[src/rtl/key_pulse_conditioner.sv]
// Push-button conditioner: 2-flop synchronizer, debounce/hold FSM and registered
// press, long-press and level outputs for the downstream toggle selector.
module key_pulse_conditioner #(
    parameter int DEBOUNCE_CYCLES = 4,
    parameter int LONG_CYCLES     = 8,
    parameter int CNT_W           = 16
) (
    input  logic clk,
    input  logic rst,
    input  logic key_raw,
    output logic pulse,
    output logic long_pulse,
    output logic key_level
);

    localparam logic [CNT_W-1:0] DB_LAST   = CNT_W'(DEBOUNCE_CYCLES - 1);
    localparam logic [CNT_W-1:0] LONG_LAST = CNT_W'(LONG_CYCLES - 1);
    localparam logic [CNT_W-1:0] CNT_ONE   = CNT_W'(1);

    typedef enum logic [2:0] {
        IDLE,
        PRESS_WAIT,
        PRESSED,
        LONG_HELD,
        RELEASE_WAIT
    } state_t;

    state_t           state;
    state_t           state_next;
    logic             s1;
    logic             key_s;
    logic [CNT_W-1:0] cnt;
    logic [CNT_W-1:0] cnt_next;
    logic [CNT_W-1:0] hold;
    logic [CNT_W-1:0] hold_next;
    logic             long_seen;
    logic             long_seen_next;
    logic             pulse_next;
    logic             long_next;
    logic             level_next;

    // Synchronizer stage: key_raw is asynchronous, only key_s feeds the FSM
    always_ff @(posedge clk) begin
        if (!rst) begin
            s1    <= 1'b0;
            key_s <= 1'b0;
        end else begin
            s1    <= key_raw;
            key_s <= s1;
        end
    end

    // FSM stage: state, counters and registered outputs
    always_ff @(posedge clk) begin
        if (!rst) begin
            state      <= IDLE;
            cnt        <= '0;
            hold       <= '0;
            long_seen  <= 1'b0;
            pulse      <= 1'b0;
            long_pulse <= 1'b0;
            key_level  <= 1'b0;
        end else begin
            state      <= state_next;
            cnt        <= cnt_next;
            hold       <= hold_next;
            long_seen  <= long_seen_next;
            pulse      <= pulse_next;
            long_pulse <= long_next;
            key_level  <= level_next;
        end
    end

    always_comb begin
        state_next     = state;
        cnt_next       = cnt;
        hold_next      = hold;
        long_seen_next = long_seen;
        case (state)
            IDLE: begin
                if (key_s) begin
                    state_next = PRESS_WAIT;
                    cnt_next   = CNT_ONE;
                end
            end
            PRESS_WAIT: begin
                if (!key_s) begin
                    state_next = IDLE;
                    cnt_next   = '0;
                end else if (cnt == DB_LAST) begin
                    state_next     = PRESSED;
                    hold_next      = '0;
                    long_seen_next = 1'b0;
                end else begin
                    cnt_next = cnt + CNT_ONE;
                end
            end
            PRESSED: begin
                if (!key_s) begin
                    state_next = RELEASE_WAIT;
                    cnt_next   = CNT_ONE;
                end else if ((hold == LONG_LAST) && !long_seen) begin
                    state_next     = LONG_HELD;
                    long_seen_next = 1'b1;
                end else if (hold != LONG_LAST) begin
                    hold_next = hold + CNT_ONE;
                end
            end
            LONG_HELD: begin
                if (!key_s) begin
                    state_next = RELEASE_WAIT;
                    cnt_next   = CNT_ONE;
                end
            end
            RELEASE_WAIT: begin
                // A short low while held is a glitch: resume without restarting hold
                if (key_s) begin
                    state_next = long_seen ? LONG_HELD : PRESSED;
                end else if (cnt == DB_LAST) begin
                    state_next = IDLE;
                end else begin
                    cnt_next = cnt + CNT_ONE;
                end
            end
            default: begin
                state_next = IDLE;
                cnt_next   = '0;
            end
        endcase
    end

    always_comb begin
        pulse_next = (state == PRESS_WAIT) && (state_next == PRESSED);
        long_next  = (state == PRESSED) && (state_next == LONG_HELD);
        level_next = (state_next == PRESSED) || (state_next == LONG_HELD) ||
                     (state_next == RELEASE_WAIT);
    end

endmodule

[config.mk]
export PLATFORM = sky130hd
export DESIGN_NAME = key_pulse_conditioner
export DESIGN_NICKNAME = d
export VERILOG_FILES = /design/src/rtl/key_pulse_conditioner.sv
export SDC_FILE = /design/constraint.sdc
export NUM_CORES = 1
export LEC_CHECK = 0
export CORE_UTILIZATION = 50
export CTS_BUF_LIST = sky130_fd_sc_hd__clkbuf_4 sky130_fd_sc_hd__clkbuf_8 sky130_fd_sc_hd__clkbuf_16
export DETAILED_ROUTE_END_ITERATION = 8
export GPL_TIMING_DRIVEN = 0
export HOLD_SLACK_MARGIN = 0.15
export PLACE_DENSITY = 0.67
export SLEW_MARGIN = 20
export SYNTH_ARGS = -nofsm -noshare
export SYNTH_HDL_FRONTEND = slang
export SYNTH_SLANG_ARGS = --single-unit
[constraint.sdc]
create_clock -name clk -period 4 [get_ports clk]
set_clock_uncertainty 0.15 [all_clocks]
set_input_delay 0.4 -clock clk [delete_from_list [all_inputs] [get_ports clk]]
set_output_delay 0.4 -clock clk [all_outputs]
set_load 0.05 [all_outputs]
# After elaboration in Yosys (flattened, before gate mapping)
# Cells that the tools add are included.
dict set report word_totals {
  regBits 41
}
dict set report classes {
  n_addsub 2
  eq_ne 19
  muxes 27
  n_reduce_logical 12
}
# operator count
set op_table {}
lappend op_table {{16-bit 2-to-1 mux} 10}
lappend op_table {{16-bit case mux with 4 select lines} 1}
lappend op_table {{16-bit by 1-bit adder with 16-bit output, second input constant} 2}
lappend op_table {{16-bit case mux with 2 select lines} 1}
lappend op_table {{3-bit 2-to-1 mux} 8}
lappend op_table {{2-bit != test, second input constant} 9}
lappend op_table {{16-bit by 2-bit equality test with 1-bit output, second input constant} 1}
lappend op_table {{16-bit by 3-bit equality test with 1-bit output, second input constant} 1}
lappend op_table {{16-bit by 3-bit != test with 1-bit output, second input constant} 1}
lappend op_table {{3-bit case mux with 5 select lines} 1}
lappend op_table {{3-bit by 2-bit equality test with 1-bit output, second input constant} 4}
lappend op_table {{3-bit equality test, second input constant} 2}
lappend op_table {{6-bit AND reduction} 1}
lappend op_table {{1-bit 2-to-1 mux} 5}
lappend op_table {{5-bit AND reduction} 1}
lappend op_table {{3-bit by 1-bit equality test with 1-bit output, second input constant} 1}
lappend op_table {{1-bit logical AND} 3}
lappend op_table {{3-bit zero test} 1}
lappend op_table {{3-bit AND reduction} 1}
lappend op_table {{1-bit logical OR} 2}
lappend op_table {{1-bit case mux with 2 select lines} 1}
lappend op_table {{2-bit nonzero test} 1}
lappend op_table {{2-bit OR reduction} 1}
lappend op_table {{1-bit zero test} 1}

# Logic depth before layout (Yosys ltp)
dict set report depth {
  depth_word 8
  depth_mapped 8
  ltp_nobuf 6
}

# Worst setup path before layout
# No wires, ideal clock.
dict set report synth_path {
  path_type {reg-to-reg}
  startpoint {reg cnt[0]}
  endpoint {reg cnt[8]}
  arrival_ns 1.713
  required_time_ns 3.705
  slack_ns 1.992
  stages_incl_launch_ff 7
  n_path_buf 0
  cell_sequence {dfxtp_1 ha_1 nor4b_1 nand4_1 and3_1 a41oi_1 a311oi_1}
}
dict set report synth_via {
  elab_chain_cells 4
}
# element line_no
set synth_lines {}
lappend synth_lines {{start: declaration} 32} ;# logic [CNT_W-1:0] cnt;
lappend synth_lines {{start signal: assignment} 65} ;# cnt <= cnt_next;
lappend synth_lines {{16-bit by 1-bit adder with 16-bit output or 16-bit by 2-bit equality test with 1-bit output (tied branches)} --}
lappend synth_lines {{16-bit 2-to-1 mux *} {90, 119}}
lappend synth_lines {{16-bit 2-to-1 mux (on tied branches)} {117, 87}}
lappend synth_lines {{16-bit case mux with 4 select lines *} 79} ;# case (state)
# Mark *: on every way between the ends. The rest lies on a longest branch, timed or not. The select of a mux whose other input is x is not followed.
# A chain may end at the register's enable or synchronous reset.

# Final worst setup path
# Same ends and word-level chain as after synthesis.

==> flow_summary.toml <==
[placed_design]
dp_cells = 311
finalWeightedCongestion = 0.796
dp_hpwl_um = 3040
port_buffers = 5

[cells_and_area]
syn2layout_area_growth_pct = 9.49
antenna_cells = 0
post-route-util_pct = 57.4
drive_above_1_share_pct = 6.69
nNetsFinal = 273
stdcell_count = 319

[setup_path]
critPathLaunch = "cnt[0]"
crit_path_start_kind = "register"
crit_family = "simple AND/OR/NAND/NOR gates"
crit_path_top_delay_cell = "dfxtp_1"
rrSetupSlack_ns = 1.60
crit_chain = "ha_1, nor4b_1, nand4_1, and3_1, a41oi_1, a311oi_1"
critical_path_class = "register to register"
worstPathMaxFanout = 10
reg2reg_to = "cnt[8]"
worst-path-stages = 6
critPathCaptureType = "register"
cp-endpoint = "cnt[8]"
r2r_start = "cnt[0]"
crit_required_ns = 4.00
crit_buf_inv = 0
reg2reg_depth = 6
critical_path.max_stage_delay_ns = 0.42
worstPathArrival_ns = 2.41

[power]
p_sw_share_pct = 23.2
p_int_w = 0.000539
power.leakage_nw = 0.808
p_per_area_nw_per_um2 = 306
ir_drop_uv = 224
pwr-share-comb_pct = 3.7
clkPwrFrac_pct = 37.5
power.sequential.fraction_pct = 58.8
switchingPower_w = 0.000163

[drt]
drt-total-wl_um = 4340
firstDrtPassIters = 4
wire_per_inst_um = 13.6
drtIter0Drc = 127
drtAntennaViolNets = 0
viasPerCell = 5.68
vias = 1813
post-route-drc-count = 0

[global_route]
track_usage_pct = 22.0
grt-ovfl-total = 0
antenna_found_initial = 0
grt_pass1_wl_um = 7430
grt_max_degree = 14
grt_pass1_vias = 1642

[sta]
worst_pin_slew_ns = 0.559
drv_slew = 0
rsz0062_at_grt = "false"
min_period_ns = 2.40
period_share_pct = 60.1
setup_tns_ns = 0
max_freq_ghz = 0.416
hold_viol_final = 0
setup_violations = 0
slew_headroom_pct = 62.7

[synthesis]
synth-seq-cells = 41
yosysTopAreaCell = "dfxtp_1"
synth_top_flop_cell = "dfxtp_1"
synthTopCellsByArea = "dfxtp_1 (39%), xor2_1 (7.5%), nor2_1 (6.1%)"
seq_area_frac_synth_pct = 39.1
async_reset_ff_share_pct = 0
yosysUniqueCellTypes = 43
synthTopCellsByCount = "dfxtp_1 (41), nor2_1 (34), nand2_1 (21)"
syn-num-nets = 261
synth_most_common_cell = "dfxtp_1"
synth_edf_count = 0
synth.avg_cell_area_um2 = 8.19
netlist_area_um2 = 2100
netlist.area_leader.share_pct = 39.1
syn_inst = 256
yosysWarningCount = 0

[clocking]
cts_buffer_depth = 2
clk_latency_ns = 0.30
cts.sinks = 41
htree_levels = 2
postCtsResizedCells = 0
clkTransAtPathRegs_ns = 0.08
cts_root_buf = "clkbuf_8"
cts_tree = "yes"
postCtsHoldBufs = 0
post_cts_buffers = 0
numCtsBuffers = 5

[die]
dieArea_um2 = 4460
die_y_um = 66.8
start_util_pct = 52.4
core_um2 = 4000
die_w_um = 66.8
pin_count = 6
placementRows = 23

[run]
cap_violations = 0

[run_status]
status = "complete, no violations"

[min_path]
hold_path_class = "register to register"
## power by group through the flow
stage / Combinational [W] / Sequential, W / Clock, W
after floorplan: 0.0000176 / 0.000422 / 0
after global placement: 0.0000258 / 0.000423 / 0
after detailed placement: 0.0000259 / 0.000423 / 0
after CTS: 0.0000259 / 0.000413 / 0.000276
after global routing: 0.0000290 / 0.000414 / 0.000290
final: 0.0000257 / 0.000413 / 0.000263
## logic make-up (layout without fill, tap and decap cells)
kind of cell	count (synthesis)	count (layout)	synth area share (%)
flip-flops	41	41	39.1
AO/OA/AOI/OAI	36	36	11.2
adder cells (fa/ha/maj)	2	2	1.19
AND/OR/NAND/NOR	131	131	33.3
XOR/XNOR	26	26	10.9
buffers and inverters	20	33	4.30
## placed cells by master (no fill, tap or decap), drive strengths merged, types with 5 or more instances in the layout
cell,count
dfxtp,41
nor2,34
nand2,21
xor2,18
nand4,16
a21oi,15
nand3,12
clkbuf,11
nor3,10
xnor2,8
and3,8
inv,7
buf,7
nor4,7
o21ai,5
clkdlybuf4s50,5
## layout make-up
| cell class | count | area (um^2) |
|---|---|---|
| buffer | 13 | 63.8 |
| clock buffer | 5 | 68.8 |
| clock inverter | 3 | 17.5 |
| fill | 393 | 1700 |
| inverter | 7 | 26.3 |
| multi-input combinational | 195 | 1190 |
| sequential | 41 | 821 |
| tap | 50 | 62.6 |
| timing repair buffer | 5 | 50.0 |
## registers in the layout, summed over array words and instances, names as in the netlist
signal      count
cnt            16
hold           16
state           3
key_level       1
key_s           1
long_pulse      1
long_seen       1
pulse           1
s1              1
## metal layers
metal | up-vias | routed length, um | GRT usage (%)
li1 | 941 | - | -
met1 | 836 | 2130 | 27.7
met2 | 29 | 1990 | 36.2
met3 | 7 | 156 | 5.14
met4 | 0 | 68 | 7.98
met5 | - | 0 | 0
## worst min-delay path by stage
stage / startpoint / to / slack, ns / depth (start not counted)
6_report: s1 / key_s / 0.29 / 1
3_5_place_dp: s1 / key_s / 0.28 / 1
5_1_grt: s1 / key_s / 0.31 / 1
4_1_cts: s1 / key_s / 0.30 / 1
3_3_place_gp: s1 / key_s / 0.27 / 1
2_1_floorplan: s1 / key_s / 0.26 / 1
## worst reg2reg max path: stages (launching register included)
cell	delay [ns]
dfxtp_1	0.42
ha_1	0.29
nor4b_1	0.33
nand4_1	0.42
and3_1	0.35
a41oi_1	0.24
a311oi_1	0.07
## stage by stage
| stage | cell area [um^2] | setup WS, ns | hold WS [ns] | power, W |
|---|---|---|---|---|
| after floorplan | 2100 | 1.99 | 0.262 | 0.000440 |
| after global placement | 2210 | 1.69 | 0.265 | 0.000449 |
| after detailed placement | 2210 | 1.62 | 0.278 | 0.000449 |
| after CTS | 2300 | 1.60 | 0.298 | 0.000715 |
| after global routing | 2300 | 1.46 | 0.314 | 0.000733 |
| final | 2300 | 1.60 | 0.293 | 0.000702 |
(Power assumes the default switching activity.)
